[config.mk]
export PLATFORM = sky130hd
export DESIGN_NAME = rfb_write_arbiter_flat
export DESIGN_NICKNAME = d
export VERILOG_FILES = /design/src/rtl/rfb_write_arbiter_if.sv /design/src/rtl/rfb_write_arbiter.sv /design/src/flat_wrapper.sv
export SDC_FILE = /design/constraint.sdc
export NUM_CORES = 1
export LEC_CHECK = 0
export CAP_MARGIN = 0
export CORE_MARGIN = 2
export CORE_UTILIZATION = 35
export CTS_CLUSTER_SIZE = 12
export DETAILED_ROUTE_END_ITERATION = 8
export GPL_TIMING_DRIVEN = 0
export PLACE_DENSITY_LB_ADDON = 0.05
export SKIP_LAST_GASP = 1
export SLEW_MARGIN = 5
export SYNTH_ARGS = -nofsm -noshare
export SYNTH_HDL_FRONTEND = slang
export SYNTH_SLANG_ARGS = --single-unit
[constraint.sdc]
create_clock -name clk_in -period 1.38 [get_ports clk_in]
set_input_delay 0.138 -clock clk_in [delete_from_list [all_inputs] [get_ports clk_in]]
set_output_delay 0.138 -clock clk_in [all_outputs]
set_load 0.05 [all_outputs]
[src/rtl/rfb_write_arbiter_if.sv]
// Write-port bundle between the frame-buffer arbiter, its point renderers and the frame buffer.
// master = arbiter side, slave = renderer/frame-buffer side.
interface rfb_write_arbiter_if #(
  parameter int NUM_REQ        = 2,
  parameter int ROTATIONAL_RES = 1024,
  parameter int DISPLAY_RADIUS = 32,
  parameter int DISPLAY_HEIGHT = 64
);
  localparam int TW = $clog2(ROTATIONAL_RES);
  localparam int RW = $clog2(DISPLAY_RADIUS);
  localparam int ZW = $clog2(DISPLAY_HEIGHT);

  logic                  frame_start;
  logic                  buffer_busy;
  logic                  flush_out;
  logic                  new_data_out;
  logic [TW-1:0]         theta_out;
  logic [RW-1:0]         radius_out;
  logic [ZW-1:0]         z_out;
  logic [NUM_REQ-1:0]    req_valid;
  logic [NUM_REQ*TW-1:0] req_theta;
  logic [NUM_REQ*RW-1:0] req_radius;
  logic [NUM_REQ*ZW-1:0] req_z;
  logic [NUM_REQ-1:0]    req_ready;
  logic [NUM_REQ-1:0]    req_done;
  logic                  frame_go;
  logic                  frame_active;
  logic                  frame_done;

  modport master (
    input  frame_start, buffer_busy, req_valid, req_theta, req_radius, req_z, req_done,
    output flush_out, new_data_out, theta_out, radius_out, z_out, req_ready,
           frame_go, frame_active, frame_done
  );

  modport slave (
    output frame_start, buffer_busy, req_valid, req_theta, req_radius, req_z, req_done,
    input  flush_out, new_data_out, theta_out, radius_out, z_out, req_ready,
           frame_go, frame_active, frame_done
  );
endinterface

[src/rtl/rfb_write_arbiter.sv]
// Per-frame flush/release sequencer plus round-robin arbiter onto the frame buffer's single write port.
// Accept-to-strobe latency 1 cycle, one point per cycle; no grants while buffer_busy is high.
module rfb_write_arbiter #(
  parameter int NUM_REQ        = 2,
  parameter int ROTATIONAL_RES = 1024,
  parameter int DISPLAY_RADIUS = 32,
  parameter int DISPLAY_HEIGHT = 64
) (
  input  logic               clk_in,
  input  logic               rst_in,
  rfb_write_arbiter_if.master bus
);
  localparam int TW = $clog2(ROTATIONAL_RES);
  localparam int RW = $clog2(DISPLAY_RADIUS);
  localparam int ZW = $clog2(DISPLAY_HEIGHT);
  localparam int PW = $clog2(NUM_REQ);
  localparam int SW = PW + 1;

  typedef enum logic [2:0] {S_IDLE, S_FLUSH, S_FLUSH_WAIT, S_DRAW, S_DONE} state_t;

  typedef struct packed {
    logic [TW-1:0] theta;
    logic [RW-1:0] radius;
    logic [ZW-1:0] z;
  } point_t;

  state_t             r_state;
  state_t             w_state_nxt;
  logic               r_flush;
  logic               r_go;
  logic               r_active;
  logic               r_fdone;
  logic               r_new_data;
  logic               w_flush_nxt;
  logic               w_go_nxt;
  logic               w_active_nxt;
  logic               w_fdone_nxt;
  logic [NUM_REQ-1:0] r_done_mask;
  logic [NUM_REQ-1:0] w_done_mask_nxt;
  logic [NUM_REQ-1:0] w_eligible;
  logic [NUM_REQ-1:0] w_ready;
  logic [PW-1:0]      r_rr_ptr;
  logic [PW-1:0]      w_rr_nxt;
  logic [PW-1:0]      w_grant_idx;
  logic [PW-1:0]      w_idx;
  logic [SW-1:0]      w_idx_sum;
  logic               w_grant_vld;
  logic               w_search_en;
  point_t             r_point;
  point_t             w_sel_point;

  assign w_search_en = (r_state == S_DRAW) && !bus.buffer_busy;
  assign w_eligible  = bus.req_valid & ~r_done_mask;

  // Round-robin search starting at r_rr_ptr, wrapping modulo NUM_REQ (not necessarily a power of two).
  always_comb begin
    w_grant_vld = 1'b0;
    w_grant_idx = '0;
    w_idx_sum   = '0;
    w_idx       = '0;
    if (w_search_en) begin
      for (int k = 0; k < NUM_REQ; k++) begin
        w_idx_sum = {1'b0, r_rr_ptr} + SW'(k);
        if (w_idx_sum >= SW'(NUM_REQ)) begin
          w_idx_sum = w_idx_sum - SW'(NUM_REQ);
        end
        w_idx = w_idx_sum[PW-1:0];
        if (!w_grant_vld && w_eligible[w_idx]) begin
          w_grant_vld = 1'b1;
          w_grant_idx = w_idx;
        end
      end
    end
  end

  always_comb begin
    w_sel_point        = '0;
    w_sel_point.theta  = bus.req_theta[int'(w_grant_idx)*TW +: TW];
    w_sel_point.radius = bus.req_radius[int'(w_grant_idx)*RW +: RW];
    w_sel_point.z      = bus.req_z[int'(w_grant_idx)*ZW +: ZW];
  end

  assign w_ready  = w_grant_vld ? (NUM_REQ'(1) << w_grant_idx) : '0;
  assign w_rr_nxt = (w_grant_idx == PW'(NUM_REQ - 1)) ? '0 : w_grant_idx + PW'(1);

  always_ff @(posedge clk_in or negedge rst_in) begin
    if (!rst_in) begin
      r_state <= S_IDLE;
    end else begin
      r_state <= w_state_nxt;
    end
  end

  always_comb begin
    w_state_nxt     = r_state;
    w_flush_nxt     = 1'b0;
    w_go_nxt        = 1'b0;
    w_fdone_nxt     = 1'b0;
    w_active_nxt    = r_active;
    w_done_mask_nxt = r_done_mask;
    case (r_state)
      S_IDLE: begin
        if (bus.frame_start && !bus.buffer_busy) begin
          w_flush_nxt  = 1'b1;
          w_active_nxt = 1'b1;
          w_state_nxt  = S_FLUSH;
        end
      end
      // Guard cycle: the buffer may only raise busy one cycle after seeing the flush.
      S_FLUSH: w_state_nxt = S_FLUSH_WAIT;
      S_FLUSH_WAIT: begin
        if (!bus.buffer_busy) begin
          w_go_nxt        = 1'b1;
          w_done_mask_nxt = '0;
          w_state_nxt     = S_DRAW;
        end
      end
      S_DRAW: begin
        w_done_mask_nxt = r_done_mask | bus.req_done;
        // Mask is registered, so the strobe of any point accepted alongside the last done is out now.
        if (&r_done_mask) begin
          w_fdone_nxt = 1'b1;
          w_state_nxt = S_DONE;
        end
      end
      S_DONE: begin
        w_active_nxt = 1'b0;
        w_state_nxt  = S_IDLE;
      end
      default: w_state_nxt = S_IDLE;
    endcase
  end

  always_ff @(posedge clk_in or negedge rst_in) begin
    if (!rst_in) begin
      r_flush     <= 1'b0;
      r_go        <= 1'b0;
      r_active    <= 1'b0;
      r_fdone     <= 1'b0;
      r_done_mask <= '0;
      r_new_data  <= 1'b0;
      r_rr_ptr    <= '0;
      r_point     <= '0;
    end else begin
      r_flush     <= w_flush_nxt;
      r_go        <= w_go_nxt;
      r_active    <= w_active_nxt;
      r_fdone     <= w_fdone_nxt;
      r_done_mask <= w_done_mask_nxt;
      r_new_data  <= w_grant_vld;
      if (w_grant_vld) begin
        r_point  <= w_sel_point;
        r_rr_ptr <= w_rr_nxt;
      end
    end
  end

  assign bus.req_ready    = w_ready;
  assign bus.flush_out    = r_flush;
  assign bus.frame_go     = r_go;
  assign bus.frame_active = r_active;
  assign bus.frame_done   = r_fdone;
  assign bus.new_data_out = r_new_data;
  assign bus.theta_out    = r_point.theta;
  assign bus.radius_out   = r_point.radius;
  assign bus.z_out        = r_point.z;
endmodule

[src/flat_wrapper.sv]
// flat-port wrapper written by rule: the top's interface ports become plain ports
module rfb_write_arbiter_flat 
#(
  parameter int NUM_REQ        = 2,
  parameter int ROTATIONAL_RES = 1024,
  parameter int DISPLAY_RADIUS = 32,
  parameter int DISPLAY_HEIGHT = 64
)
  (clk_in, rst_in, bus_frame_start, bus_buffer_busy, bus_req_valid, bus_req_theta, bus_req_radius, bus_req_z, bus_req_done, bus_flush_out, bus_new_data_out, bus_theta_out, bus_radius_out, bus_z_out, bus_req_ready, bus_frame_go, bus_frame_active, bus_frame_done);
  rfb_write_arbiter_if #(.NUM_REQ(NUM_REQ), .ROTATIONAL_RES(ROTATIONAL_RES), .DISPLAY_RADIUS(DISPLAY_RADIUS), .DISPLAY_HEIGHT(DISPLAY_HEIGHT)) bus_i ();
  input  logic clk_in;
  input  logic rst_in;
  input wire logic [$bits(bus_i.frame_start)-1:0] bus_frame_start;
  input wire logic [$bits(bus_i.buffer_busy)-1:0] bus_buffer_busy;
  input wire logic [$bits(bus_i.req_valid)-1:0] bus_req_valid;
  input wire logic [$bits(bus_i.req_theta)-1:0] bus_req_theta;
  input wire logic [$bits(bus_i.req_radius)-1:0] bus_req_radius;
  input wire logic [$bits(bus_i.req_z)-1:0] bus_req_z;
  input wire logic [$bits(bus_i.req_done)-1:0] bus_req_done;
  output wire logic [$bits(bus_i.flush_out)-1:0] bus_flush_out;
  output wire logic [$bits(bus_i.new_data_out)-1:0] bus_new_data_out;
  output wire logic [$bits(bus_i.theta_out)-1:0] bus_theta_out;
  output wire logic [$bits(bus_i.radius_out)-1:0] bus_radius_out;
  output wire logic [$bits(bus_i.z_out)-1:0] bus_z_out;
  output wire logic [$bits(bus_i.req_ready)-1:0] bus_req_ready;
  output wire logic [$bits(bus_i.frame_go)-1:0] bus_frame_go;
  output wire logic [$bits(bus_i.frame_active)-1:0] bus_frame_active;
  output wire logic [$bits(bus_i.frame_done)-1:0] bus_frame_done;
  assign bus_i.frame_start = bus_frame_start;
  assign bus_i.buffer_busy = bus_buffer_busy;
  assign bus_i.req_valid = bus_req_valid;
  assign bus_i.req_theta = bus_req_theta;
  assign bus_i.req_radius = bus_req_radius;
  assign bus_i.req_z = bus_req_z;
  assign bus_i.req_done = bus_req_done;
  assign bus_flush_out = bus_i.flush_out;
  assign bus_new_data_out = bus_i.new_data_out;
  assign bus_theta_out = bus_i.theta_out;
  assign bus_radius_out = bus_i.radius_out;
  assign bus_z_out = bus_i.z_out;
  assign bus_req_ready = bus_i.req_ready;
  assign bus_frame_go = bus_i.frame_go;
  assign bus_frame_active = bus_i.frame_active;
  assign bus_frame_done = bus_i.frame_done;
  rfb_write_arbiter #(.NUM_REQ(NUM_REQ), .ROTATIONAL_RES(ROTATIONAL_RES), .DISPLAY_RADIUS(DISPLAY_RADIUS), .DISPLAY_HEIGHT(DISPLAY_HEIGHT)) u_core (.clk_in(clk_in), .rst_in(rst_in), .bus(bus_i));
endmodule
==> impl_metrics.csv <==
group,metric,value,unit
outcome,status,"complete, but fails checks",
outcome,violations,"negative setup slack",
power_and_ir_drop,pwr-share-clk,0.129,
sta,slew_headroom,0.513,
clocking,cts_made_buffers,5,
global_route,grt_pass1_wl,7190,µm
global_route,grt.total_usage,0.180,
setup_path,max_stage_delay,0.38,ns
logic_synthesis,syn_area_per_cell,9.59,µm²
sta,rsz0062_at_grt,"true",
logic_synthesis,ys_warn_count,0,
routing,vias,1556,
die,die_y,71.2,µm
global_route,grt_pass1_vias,1544,
hold_path,hold_path_depth,2,
setup_path,crit_fanout,3,
placed_design,place_congestion,0.747,
setup_path,cp.arrival,1.47,ns
setup_path,cp_slowest_cell,"dfrtp_1",
cells_and_area,layout.cells.non_filler,314,
sta,finalClockSkew,0.00559,ns
logic_synthesis,synth_cells,165,
placed_design,dp_cells,294,
die,dieWidth,71.2,µm
die,rows,24,
setup_path,timing.rr.end,"u_core.bus.theta_out[6]",
global_route,antenna_found_initial,0,
sta,finalHoldViolCount,0,
power_and_ir_drop,p_leak,1.28,nW
setup_path,worstPathCellList,"and4bb_4 -> o311ai_4 -> buf_6 -> clkinvlp_4 -> buf_8",
sta,fin_crit,1.61,ns
logic_synthesis,ys_ff_latch,32,
sta,fmax,622,MHz
routing,wl_per_cell,14.6,µm
logic_synthesis,yosys.cell_types.count,25,
cells_and_area,post-route-util,0.617,
setup_path,worst-path-buf-inv,3,
routing,drt_first_pass_iters,4,
clocking,path_clk_slew,0.06,ns
logic_synthesis,synth_seq_area_share,0.506,
global_route,grt_max_degree,33,
setup_path,setup.worst_path.end_class,"primary output",
setup_path,path_delay_family,"flip-flops",
setup_path,r2r_setup_slack,-0.18,ns
cells_and_area,diodes,0,
setup_path,required,1.24,ns
hold_path,min_path_type,"in -> reg",
routing,ant_nets,0,
logic_synthesis,syn-cell-area,1580,µm²
power_and_ir_drop,pwr-share-comb,0.584,
power_and_ir_drop,intPower,0.00294,W
job,maxCapViolCount,0,
cells_and_area,final_nets,311,
routing,vias_per_cell,4.96,
sta,finalCritPeriodShare,1.17,
power_and_ir_drop,ir_drop,1.13,mV
global_route,overflow,0,
sta,finalWorstSetupSlack,-0.229,ns
hold_path,hold_start,"bus_buffer_busy",
routing,drc,0,
placed_design,portBuffers,77,
clocking,worstSkewPairLatency,0.28,ns
sta,slew_violations,0,
clocking,cts-root-buf,"clkbuf_8",
clocking,cts_htree_levels,2,
logic_synthesis,syn-num-nets,215,
routing,drt-total-wl,4570,µm
placed_design,dp_hpwl,3060,µm
die,coreArea,4350,µm²
clocking,clk_path_buf_depth,2,
die,dieArea,5080,µm²
setup_path,worstSetupPathType,"reg -> out",
cells_and_area,drive_gt1_frac,0.172,
setup_path,reg2regPathDepth,6,
setup_path,worstSetupStartpointType,"flip-flop",
sta,tightest_slew,0.731,ns
power_and_ir_drop,cellPowerDensity,2120,nW/µm²
hold_path,whs_endpoint,"u_core.bus.frame_go",
clocking,clock-sinks,32,
power_and_ir_drop,p_switching,0.00274,W
die,boundaryPins,78,
die,initial_utilization,0.364,
setup_path,r2r_start,"u_core.r_state[2]",
clocking,cts_tree,"yes",
power_and_ir_drop,power_frac_seq,0.287,
cells_and_area,syn_to_final_growth,69.7,%
power_and_ir_drop,netSwitchingFraction,0.482,
routing,drt_iter0_markers,121,
sta,finalSetupViolCount,23,
==> cell usage in the layout, fill, tap and decap left out, types with 5 or more instances in the layout <==
cell type / n
o221ai_1: 14
nand4_1: 21
clkdlybuf4s50_1: 47
dlygate4sd2_1: 26
clkbuf_8: 6
dfrtp_1: 31
inv_1: 45
buf_4: 10
buf_6: 5
a21oi_1: 5
o221ai_2: 7
==> synthesized netlist by cell type <==
master	instances	area, µm²
nor4b_1	1	8.76
nand2_1	3	11.3
o311ai_4	1	26.3
a21oi_1	5	25.0
nand4_1	21	131
buf_6	4	45.0
nand2b_1	1	6.26
buf_4	2	15.0
a31oi_1	2	12.5
nor2b_1	2	12.5
and2b_1	1	7.51
inv_1	46	173
nand3b_1	1	7.51
o221ai_1	21	184
nor2_1	2	7.51
dfrtp_1	32	801
and4bb_1	1	12.5
nand3_1	1	5.00
buf_2	2	10.0
o211ai_1	1	7.51
and3_1	1	6.26
o21ai_0	4	20.0
o21a_2	1	8.76
nor3_1	4	20.0
clkbuf_1	5	18.8
==> sequential cells by signal, indices dropped and copies added (netlist names) <==
name and count:
u_core.bus.frame_done 1, u_core.r_state 3, u_core.bus.flush_out 1, u_core.bus.frame_go 1, u_core.r_done_mask 2, u_core.bus.frame_active 1
u_core.bus.z_out 6, u_core.bus.new_data_out 1, u_core.bus.theta_out 10, u_core.bus.radius_out 5, u_core.r_rr_ptr 1
==> cells by family (layout without fill, tap and decap cells) <==
family | after synthesis | after routing | share of synthesized area
AOI/OAI and AO/OA | 35 | 35 | 0.179
buffers and inverters | 59 | 156 | 0.165
DFF | 32 | 32 | 0.506
and+or+nand+nor | 39 | 39 | 0.149
==> stage by stage <==
step                hold slack, ns  instance area (µm²)  total power [W]  TNS (ns)  setup WS, ns
floorplan                   -0.158                 1600          0.00381    -0.136       -0.0721
global route                 0.186                 2690          0.00600     -4.91        -0.286
global placement             0.529                 2440          0.00489    -25.47         -1.03
detailed placement           0.236                 2430          0.00493     -9.37         -1.03
finish                       0.174                 2690          0.00568     -3.56        -0.229
CTS                          0.434                 2560          0.00549     -4.87        -0.352
==> cell type report <==
cell class	count	area (µm²)
clock buffer	8	90.1
inverter	46	176
timing repair buffer	91	878
sequential	32	802
buffer	11	93.8
tap	52	65.1
fill	384	1670
multi-input combinational	74	581
==> power by group through the flow <==
stage	Sequential (W)	Combinational, W	Clock (W)
detailed placement	0.00168	0.00326	0
CTS	0.00164	0.00310	0.000749
global route	0.00169	0.00352	0.000791
global placement	0.00166	0.00324	0
floorplan	0.00287	0.000941	0
finish	0.00163	0.00332	0.000734
==> worst max-delay path by stage <==
stage                             to  depth (start not counted)         startpoint  slack, ns
floorplan           bus_req_ready[1]                          6  u_core.r_state[2]      -0.07
global placement    bus_req_ready[0]                          6    bus_buffer_busy      -1.03
detailed placement  bus_req_ready[0]                          6    bus_buffer_busy      -1.03
CTS                 bus_req_ready[1]                          7  u_core.r_state[2]      -0.35
global route        bus_req_ready[1]                          5  u_core.r_state[2]      -0.29
finish              bus_req_ready[1]                          5  u_core.r_state[2]      -0.23
==> what timing repair did <==
item                                    in CTS  in global routing
endpoints found under the hold margin       32                  0
endpoints found under the setup margin      48                 25
gates cloned                                 0                  2
resized for setup                           45                 21
pin swaps                                    1                  1
hold buffers                                 1                  0
buffers inserted                             5                  6
==> routing by layer <==
metal | track usage | wire length (µm)
met5 | 0 | 0
met4 | 0.0629 | 52
met3 | 0.0408 | 227
met2 | 0.302 | 2230
met1 | 0.229 | 2060
No activity file was read; power rests on OpenSTA's default activity.
